$ cat src/rtl/mux_sel_arbiter_if.sv
// -----------------------------------------------------------------------------
// mux_sel_arbiter_if
//   Bundle of the request/data/grant signals around the shared 2:1 select mux.
//   slave  : the arbiter side (takes requests and data, drives grants and z)
//   master : the requester/consumer side (drives requests and data)
// Signals
//   req0, req1  requests from requester 0 / 1
//   a, b        requester 0 / 1 data (WIDTH)
//   gnt0, gnt1  registered grants
//   sel         registered mux select (1 = b)
//   z, z_valid  registered mux output and its valid strobe
//   busy        arbiter is not idle
// -----------------------------------------------------------------------------
interface mux_sel_arbiter_if #(
  parameter int WIDTH = 1
);
  logic             req0;
  logic             req1;
  logic [WIDTH-1:0] a;
  logic [WIDTH-1:0] b;
  logic             gnt0;
  logic             gnt1;
  logic             sel;
  logic [WIDTH-1:0] z;
  logic             z_valid;
  logic             busy;

  modport slave (
    input  req0, req1, a, b,
    output gnt0, gnt1, sel, z, z_valid, busy
  );

  modport master (
    output req0, req1, a, b,
    input  gnt0, gnt1, sel, z, z_valid, busy
  );
endinterface

$ cat src/rtl/mux_sel_arbiter.sv
// -----------------------------------------------------------------------------
// mux_sel_arbiter
//   Two-requester round-robin arbiter for a shared 2:1 select mux
//   (z = a&~sel | b&sel). One requester owns the mux at a time; an owner that
//   keeps requesting while the other waits is preempted after MAX_HOLD
//   consecutive grant cycles. The selected data is registered with a valid
//   strobe one cycle after the grant.
// Ports
//   clk    rising-edge clock
//   reset  synchronous active-high reset, dominates everything
//   bus    mux_sel_arbiter_if.slave: req0/req1/a/b in,
//          gnt0/gnt1/sel/z/z_valid/busy out
// -----------------------------------------------------------------------------
module mux_sel_arbiter #(
  parameter int WIDTH    = 1,
  parameter int MAX_HOLD = 4,
  parameter int CW       = 3
) (
  input  logic              clk,
  input  logic              reset,
  mux_sel_arbiter_if.slave  bus
);

  typedef enum logic [1:0] {
    IDLE = 2'd0,
    G0   = 2'd1,
    G1   = 2'd2
  } state_t;

  localparam logic [CW-1:0] HOLD_LIM = CW'(MAX_HOLD - 1);

  state_t           r_state;
  state_t           w_next_state;
  logic [CW-1:0]    r_hold_cnt;
  logic             r_last;        // 1 = requester 1 was granted most recently
  logic [WIDTH-1:0] r_z_p1;
  logic             r_vld_p1;

  logic             w_gnt0;
  logic             w_gnt1;

  assign w_gnt0 = (r_state == G0);
  assign w_gnt1 = (r_state == G1);

  assign bus.gnt0    = w_gnt0;
  assign bus.gnt1    = w_gnt1;
  assign bus.sel     = w_gnt1;
  assign bus.busy    = (r_state != IDLE);
  assign bus.z       = r_z_p1;
  assign bus.z_valid = r_vld_p1;

  // Next-state: direct handover between owners, no idle bubble.
  always_comb begin
    w_next_state = r_state;
    case (r_state)
      IDLE: begin
        if (bus.req0 && bus.req1) w_next_state = r_last ? G0 : G1;
        else if (bus.req0)        w_next_state = G0;
        else if (bus.req1)        w_next_state = G1;
      end
      G0: begin
        if (!bus.req0)                              w_next_state = bus.req1 ? G1 : IDLE;
        else if (bus.req1 && r_hold_cnt == HOLD_LIM) w_next_state = G1;
      end
      G1: begin
        if (!bus.req1)                              w_next_state = bus.req0 ? G0 : IDLE;
        else if (bus.req0 && r_hold_cnt == HOLD_LIM) w_next_state = G0;
      end
      default: w_next_state = IDLE;
    endcase
  end

  // State, hold counter and round-robin pointer.
  always_ff @(posedge clk) begin
    if (reset) begin
      r_state    <= IDLE;
      r_hold_cnt <= '0;
      r_last     <= 1'b1;
    end else begin
      r_state <= w_next_state;
      if (w_next_state != r_state) begin
        // Every grant change restarts the hold window.
        r_hold_cnt <= '0;
        if (w_next_state == G1)      r_last <= 1'b1;
        else if (w_next_state == G0) r_last <= 1'b0;
      end else if (r_state != IDLE && r_hold_cnt != HOLD_LIM) begin
        r_hold_cnt <= r_hold_cnt + CW'(1);
      end
    end
  end

  // ---- stage p1: capture mux output under the current grant ----
  // z holds its last value when no grant is active; only the strobe drops.
  always_ff @(posedge clk) begin
    if (reset) begin
      r_z_p1   <= '0;
      r_vld_p1 <= 1'b0;
    end else if (w_gnt0 || w_gnt1) begin
      r_z_p1   <= w_gnt1 ? bus.b : bus.a;
      r_vld_p1 <= 1'b1;
    end else begin
      r_vld_p1 <= 1'b0;
    end
  end

endmodule

$ cat src/flat_wrapper.sv
// flat-port wrapper written by rule: the top's interface ports become plain ports
module mux_sel_arbiter_flat 
#(
  parameter int WIDTH    = 1,
  parameter int MAX_HOLD = 4,
  parameter int CW       = 3
)
  (clk, reset, bus_req0, bus_req1, bus_a, bus_b, bus_gnt0, bus_gnt1, bus_sel, bus_z, bus_z_valid, bus_busy);
  mux_sel_arbiter_if #(.WIDTH(WIDTH)) bus_i ();
  input  logic clk;
  input  logic reset;
  input wire logic [$bits(bus_i.req0)-1:0] bus_req0;
  input wire logic [$bits(bus_i.req1)-1:0] bus_req1;
  input wire logic [$bits(bus_i.a)-1:0] bus_a;
  input wire logic [$bits(bus_i.b)-1:0] bus_b;
  output wire logic [$bits(bus_i.gnt0)-1:0] bus_gnt0;
  output wire logic [$bits(bus_i.gnt1)-1:0] bus_gnt1;
  output wire logic [$bits(bus_i.sel)-1:0] bus_sel;
  output wire logic [$bits(bus_i.z)-1:0] bus_z;
  output wire logic [$bits(bus_i.z_valid)-1:0] bus_z_valid;
  output wire logic [$bits(bus_i.busy)-1:0] bus_busy;
  assign bus_i.req0 = bus_req0;
  assign bus_i.req1 = bus_req1;
  assign bus_i.a = bus_a;
  assign bus_i.b = bus_b;
  assign bus_gnt0 = bus_i.gnt0;
  assign bus_gnt1 = bus_i.gnt1;
  assign bus_sel = bus_i.sel;
  assign bus_z = bus_i.z;
  assign bus_z_valid = bus_i.z_valid;
  assign bus_busy = bus_i.busy;
  mux_sel_arbiter #(.WIDTH(WIDTH), .MAX_HOLD(MAX_HOLD), .CW(CW)) u_core (.clk(clk), .reset(reset), .bus(bus_i));
endmodule
$ cat config.mk
export PLATFORM = sky130hd
export DESIGN_NAME = mux_sel_arbiter_flat
export DESIGN_NICKNAME = d
export VERILOG_FILES = /design/src/rtl/mux_sel_arbiter_if.sv /design/src/rtl/mux_sel_arbiter.sv /design/src/flat_wrapper.sv
export SDC_FILE = /design/constraint.sdc
export NUM_CORES = 1
export LEC_CHECK = 0
export BUFFER_PORTS_ARGS = -buffer_cell sky130_fd_sc_hd__clkbuf_2
export CAP_MARGIN = 20
export CORE_MARGIN = 4
export CORE_UTILIZATION = 30
export CTS_CLUSTER_SIZE = 10
export DETAILED_ROUTE_END_ITERATION = 12
export GPL_TIMING_DRIVEN = 0
export PLACE_DENSITY_LB_ADDON = 0.2
export SLEW_MARGIN = 20
export SYNTH_ARGS = -nofsm -noshare
export SYNTH_HDL_FRONTEND = slang
export SYNTH_SLANG_ARGS = --single-unit
export TNS_END_PERCENT = 5
$ cat constraint.sdc
create_clock -name clk -period 4.8 [get_ports clk]
set_clock_uncertainty 0.15 [all_clocks]
set_input_delay 0.48 -clock clk [delete_from_list [all_inputs] [get_ports clk]]
set_output_delay 0.48 -clock clk [all_outputs]
set_load 0.03 [all_outputs]
---- Word-level counts from Yosys, hierarchy flattened ----
Index checks and enable logic that the tools add are counted.
operators by class
  muxes and demuxes ....................... 15
  add/sub/neg operators ................... 1
  equality and inequality tests ........... 7
  reduce and logical (&&, ||, !) cells .... 10
operators by type and width
  kind                                                    count
  two-way mux 2 bit                                       9
  one-hot mux 2 bit (3 select lines)                      1
  two-way mux 1 bit                                       5
  == test 2 x 1 -> 1 bit (second input constant)          2
  == test 2 bit (second input constant)                   2
  logical AND 1 bit                                       4
  nonzero test 2 bit                                      2
  adder 3 x 1 -> 3 bit (second input constant)            1
  == test 3 x 2 -> 1 bit (second input constant)          1
  inequality test 3 x 2 -> 1 bit (second input constant)  1
  logical NOT 2 bit                                       1
  inequality test 2 bit                                   1
  AND reduction 2 bit                                     1
  OR reduction 2 bit                                      1
  logical OR 1 bit                                        1
storage, ports and cells
  input port bits ......................... 6
  flip-flop bits (word level) ............. 8
  output and inout bits ................... 6

---- Logic depth before layout (Yosys ltp) ----
  depth after elaboration ................. 8
  gate-level depth with buffers ........... 9

---- Worst setup path before layout ----
Ideal clock, no wire load.
  path type ............................... flip-flop to flip-flop
  start point ............................. register u_core.r_state[1]
  end point ............................... register u_core.r_last
  period minus slack after synthesis ...... 2.397 ns
  data arrival time ....................... 2.176 ns
  data required time ...................... 4.578 ns
  stages on the path, launching flop included .. 8
  buffers on the path ..................... 0
  setup time .............................. 0.072 ns
  slack ................................... 2.403 ns
  path through ............................ dfxtp_1 > ha_1 > a21oi_1 > a311o_1 > a21oi_1 > ha_1 > a41oi_1 > mux2i_1
on the way
  elaborated cells on any way between the ends .. 17
  those cells by class .................... eq/ne: 5; mux: 9; reduce/logical: 3
RTL lines
  what                                                            RTL line                                      source
  start: declaration                                              mux_sel_arbiter.sv:32                         state_t r_state;
  start signal: assignment                                        mux_sel_arbiter.sv:80                         r_state <= w_next_state;
  == test 2 bit *                                                 --
  named net bus_gnt1                                              flat_wrapper.sv:17                            output wire logic [$bits(bus_i.gnt1)-1:0] bus_gnt1;
  one-hot mux 2 bit (3 select lines) *                            mux_sel_arbiter.sv:55                         case (r_state)
  named net u_core.w_next_state[1]                                mux_sel_arbiter.sv:33                         state_t w_next_state;
  == test 2 x 1 -> 1 bit / == test 2 bit (equally long branches)  mux_sel_arbiter.sv:85, mux_sel_arbiter.sv:84
  nonzero test 2 bit (no line)                                    --
  AND reduction 2 bit (no line)                                   --
  end signal: assignment                                          mux_sel_arbiter.sv:78                         r_last <= 1'b1;
  end signal: assignment                                          mux_sel_arbiter.sv:84                         if (w_next_state == G1) r_last <= 1'b1;
  end signal: assignment                                          mux_sel_arbiter.sv:85                         else if (w_next_state == G0) r_last <= 1'b0;
  end: declaration                                                mux_sel_arbiter.sv:35                         logic r_last;
The timed path passes the listed nets; every way through them passes the cells marked *.
A chain may end at the register's enable or synchronous reset.

---- Final worst setup path ----
  start point ............................. register u_core.r_state[1]
  end point ............................... register u_core.r_last
on the way
  cells in the longest elaborated chain, start to end .. 7
  elaborated cells on any way between the ends .. 17
  those cells by class .................... eq/ne: 5; mux: 9; reduce/logical: 3
RTL lines
  what                                                            RTL line                                      source
  two-way mux 2 bit                                               mux_sel_arbiter.sv:59                         else if (bus.req1) w_next_state = G1;
  two-way mux 2 bit                                               mux_sel_arbiter.sv:58                         else if (bus.req0) w_next_state = G0;
  two-way mux 2 bit                                               mux_sel_arbiter.sv:57                         if (bus.req0 && bus.req1) w_next_state = r_last ? G0 : G1;
  one-hot mux 2 bit (3 select lines) *                            mux_sel_arbiter.sv:55
  named net u_core.w_next_state[1]                                mux_sel_arbiter.sv:33
  == test 2 x 1 -> 1 bit / == test 2 bit (equally long branches)  mux_sel_arbiter.sv:85, mux_sel_arbiter.sv:84
  nonzero test 2 bit (no line)                                    --
  AND reduction 2 bit (no line)                                   --
Marks and branches as above.

==> results.yml <==
outcome:
  status: "finished clean"
drt:
  first_iter_violations: 11
  avgRoutedWirePerCell_um: 12.0
  ant_nets: 0
  drc: 0
  drt-vias-per-instance: 5.43
  num_vias: 608
  wl_um: 1340
  drt_first_pass_iters: 4
power:
  pwr-share-comb_pct: 53.5
  pwr-share-seq_pct: 31.2
  p_clk_share_pct: 15.3
  leakage_nw: 0.296
  power_density_nw_per_um2: 462
  switchingPower_mw: 0.147
  intPower_mw: 0.184
  switching_share_pct: 44.4
  ir_worst_vdd_mv: 0.247
floorplanning:
  die_w_um: 53.4
  initial_core_util_pct: 31.5
  rows: 16
  dieArea_um2: 2850
  io_pins: 12
  die_h_um: 53.4
  coreArea_um2: 1960
clocking:
  cts_root_buf: "clkbuf_4"
  clock_sinks: 8
  cts_buffer_depth: 2
  numCtsBuffers: 3
  cts_resized: 0
  cts_hold_buf: 0
  clk_pin_slew_ns: 0.06
  cts_tree: "yes"
  cts_setup_buffers: 0
  insertion_delay_ns: 0.25
  htree_levels: 1
global_routing:
  antenna_found_initial: 0
  grt_pass1_wl_um: 2300
  overflow: 0
  grt_use_total_pct: 11.0
  grt_max_degree: 10
  grt_pass1_vias: 521
timing:
  finalSetupViolCount: 0
  max_clock_freq_mhz: 403
  max_slew.worst_pin.slew_ns: 0.410
  rsz0062_at_grt: "no"
  layout_min_cycle_time_ns: 2.48
  timing.final.crit_share_pct: 51.7
  timing_hold_violations_final: 0
  slew_viol_final: 0
  finalWorstSetupSlack_ns: 2.32
  slew_headroom_pct: 72.7
  setup_tns_ns: 0
setup_path:
  reg2regPathDepth: 7
  critPathArrivalTime_ns: 2.52
  r2r-start: "u_core.r_state[1]"
  crit_type: "reg -> reg"
  end_kind: "flip-flop"
  reg2reg_to: "u_core.r_last"
  path_max_fanout: 9
  setup.worst_path.start_class: "flip-flop"
  cp.required_ns: 4.84
  r2r_slack_ns: 2.32
synth:
  yosysTopAreaCell: "dfxtp_1"
  synth_top_area_share_pct: 25.9
  seq_area_frac_synth_pct: 25.9
  synthTopCellsByArea: "dfxtp_1 (26%), ha_1 (14%), mux2i_1 (4.9%)"
  ys_types: 32
  yosysWarnings: 0
  ys_ff_latch: 8
  synth_nets: 87
  synthesis.area_um2: 618
  synth_cells: 74
  synth_area_per_cell_um2: 8.35
hold_path:
  hold_path_end: "u_core.bus.z"
  whs_path_depth: 2
  holdCritStartpoint: "u_core.bus.z"
  hold_path_class: "reg -> reg"
finish:
  drive_gt1_share_pct: 20.0
  fin_nets: 100
  area_growth_pct: 15.6
  fillers: 225
  final_core_util_pct: 36.4
  antenna_cells: 0
placement:
  gp_congestion: 0.783
  pre_cts_slack_ns: 2.35
  portBuffers: 8
  dpl.hpwl_um: 1030
job:
  max-cap-violations: 0
how the worst max path moves through the flow:
| stage | endpoint | start | depth (start not counted) |
|---|---|---|---|
| after floorplan | u_core.r_last | u_core.r_state[1] | 7 |
| after global placement | u_core.r_last | u_core.r_state[1] | 7 |
| after detailed placement | u_core.r_last | u_core.r_state[1] | 7 |
| after CTS | u_core.r_last | u_core.r_state[1] | 7 |
| after global routing | u_core.r_last | u_core.r_state[1] | 7 |
| final | u_core.r_last | u_core.r_state[1] | 7 |
power groups by stage:
stage	sequential (mW)	combinational [mW]	clock, mW
after global routing	0.105	0.198	0.0564
final	0.103	0.177	0.0506
after global placement	0.103	0.177	0
after CTS	0.102	0.178	0.0521
after floorplan	0.108	0.134	0
after detailed placement	0.103	0.177	0
synth_stat cells, drive strengths merged:
cell type  n
a2111oi    1
a211oi     1
a21o       2
a21oi      4
a22o       1
a2bb2oi    1
a311o      2
a31oi      1
a41oi      1
and4b      1
buf        2
clkbuf     2
dfxtp      8
ha         7
inv        5
mux2i      3
nand2      5
nand2b     2
nand3      1
nand3b     2
nand4      2
nor2       7
nor2b      3
nor3       2
nor4       1
o21ai      3
o31ai      2
o32ai      1
xnor2      1
registers in the layout, indices dropped and copies added, names as in the netlist:
register,cells
u_core.bus.z_valid,1
u_core.r_state,2
u_core.bus.z,1
u_core.r_hold_cnt,3
u_core.r_last,1
metal layers:
layer	global-route usage (%)	wire length (um)
met4	6.38	22
met2	16.1	573
met1	14.4	648
met3	2.82	95
met5	0	0
final cells by class:
| class | count | area [um^2] | share of cell area (%) |
|---|---|---|---|
| clock buffers | 3 | 22.5 | 3.15 |
| plain buffers | 4 | 26.3 | 3.68 |
| flip-flops and latches | 8 | 160 | 22.4 |
| repair buffers | 8 | 40.0 | 5.60 |
| well taps | 27 | 33.8 | 4.73 |
| inverters | 5 | 18.8 | 2.63 |
| multi-input cells | 57 | 413 | 57.8 |
stage by stage:
stage | instances | hold WS, ns | cell area (um^2) | total power [mW]
after floorplan | 74 | 0.352 | 618 | 0.242
after global placement | 109 | 0.337 | 692 | 0.280
after global routing | 112 | 0.382 | 714 | 0.359
final | 112 | 0.354 | 714 | 0.330
after detailed placement | 109 | 0.349 | 692 | 0.281
after CTS | 112 | 0.360 | 714 | 0.332
cell families after synthesis:
| logic type | share of synthesized area [%] |
|---|---|
| buffers and inverters | 7.29 |
| flip-flops | 25.9 |
| adder cells (fa/ha/maj) | 14.2 |
| AND/OR/NAND/NOR | 22.3 |
| multiplexers | 4.86 |
| AO/OA/AOI/OAI | 24.1 |
| XOR/XNOR | 1.42 |
placed cells by master, fill, tap and decap left out, types with 3 or more instances in the layout:
cell type / count
clkbuf_2: 8
inv_1: 3
dfxtp_1: 8
a21oi_1: 4
ha_1: 7
nand2_1: 5
mux2i_1: 3
o21ai_0: 3
clkbuf_4: 3
nor2_1: 7
worst max-delay path, cell delays in order, from the launching register on:
cell	delay, ns
dfxtp_1	0.51
ha_1	0.40
a21oi_1	0.14
a311o_1	0.36
a21oi_1	0.19
ha_1	0.26
a41oi_1	0.21
mux2i_1	0.19
No activity file was read; power rests on OpenSTA's default activity.
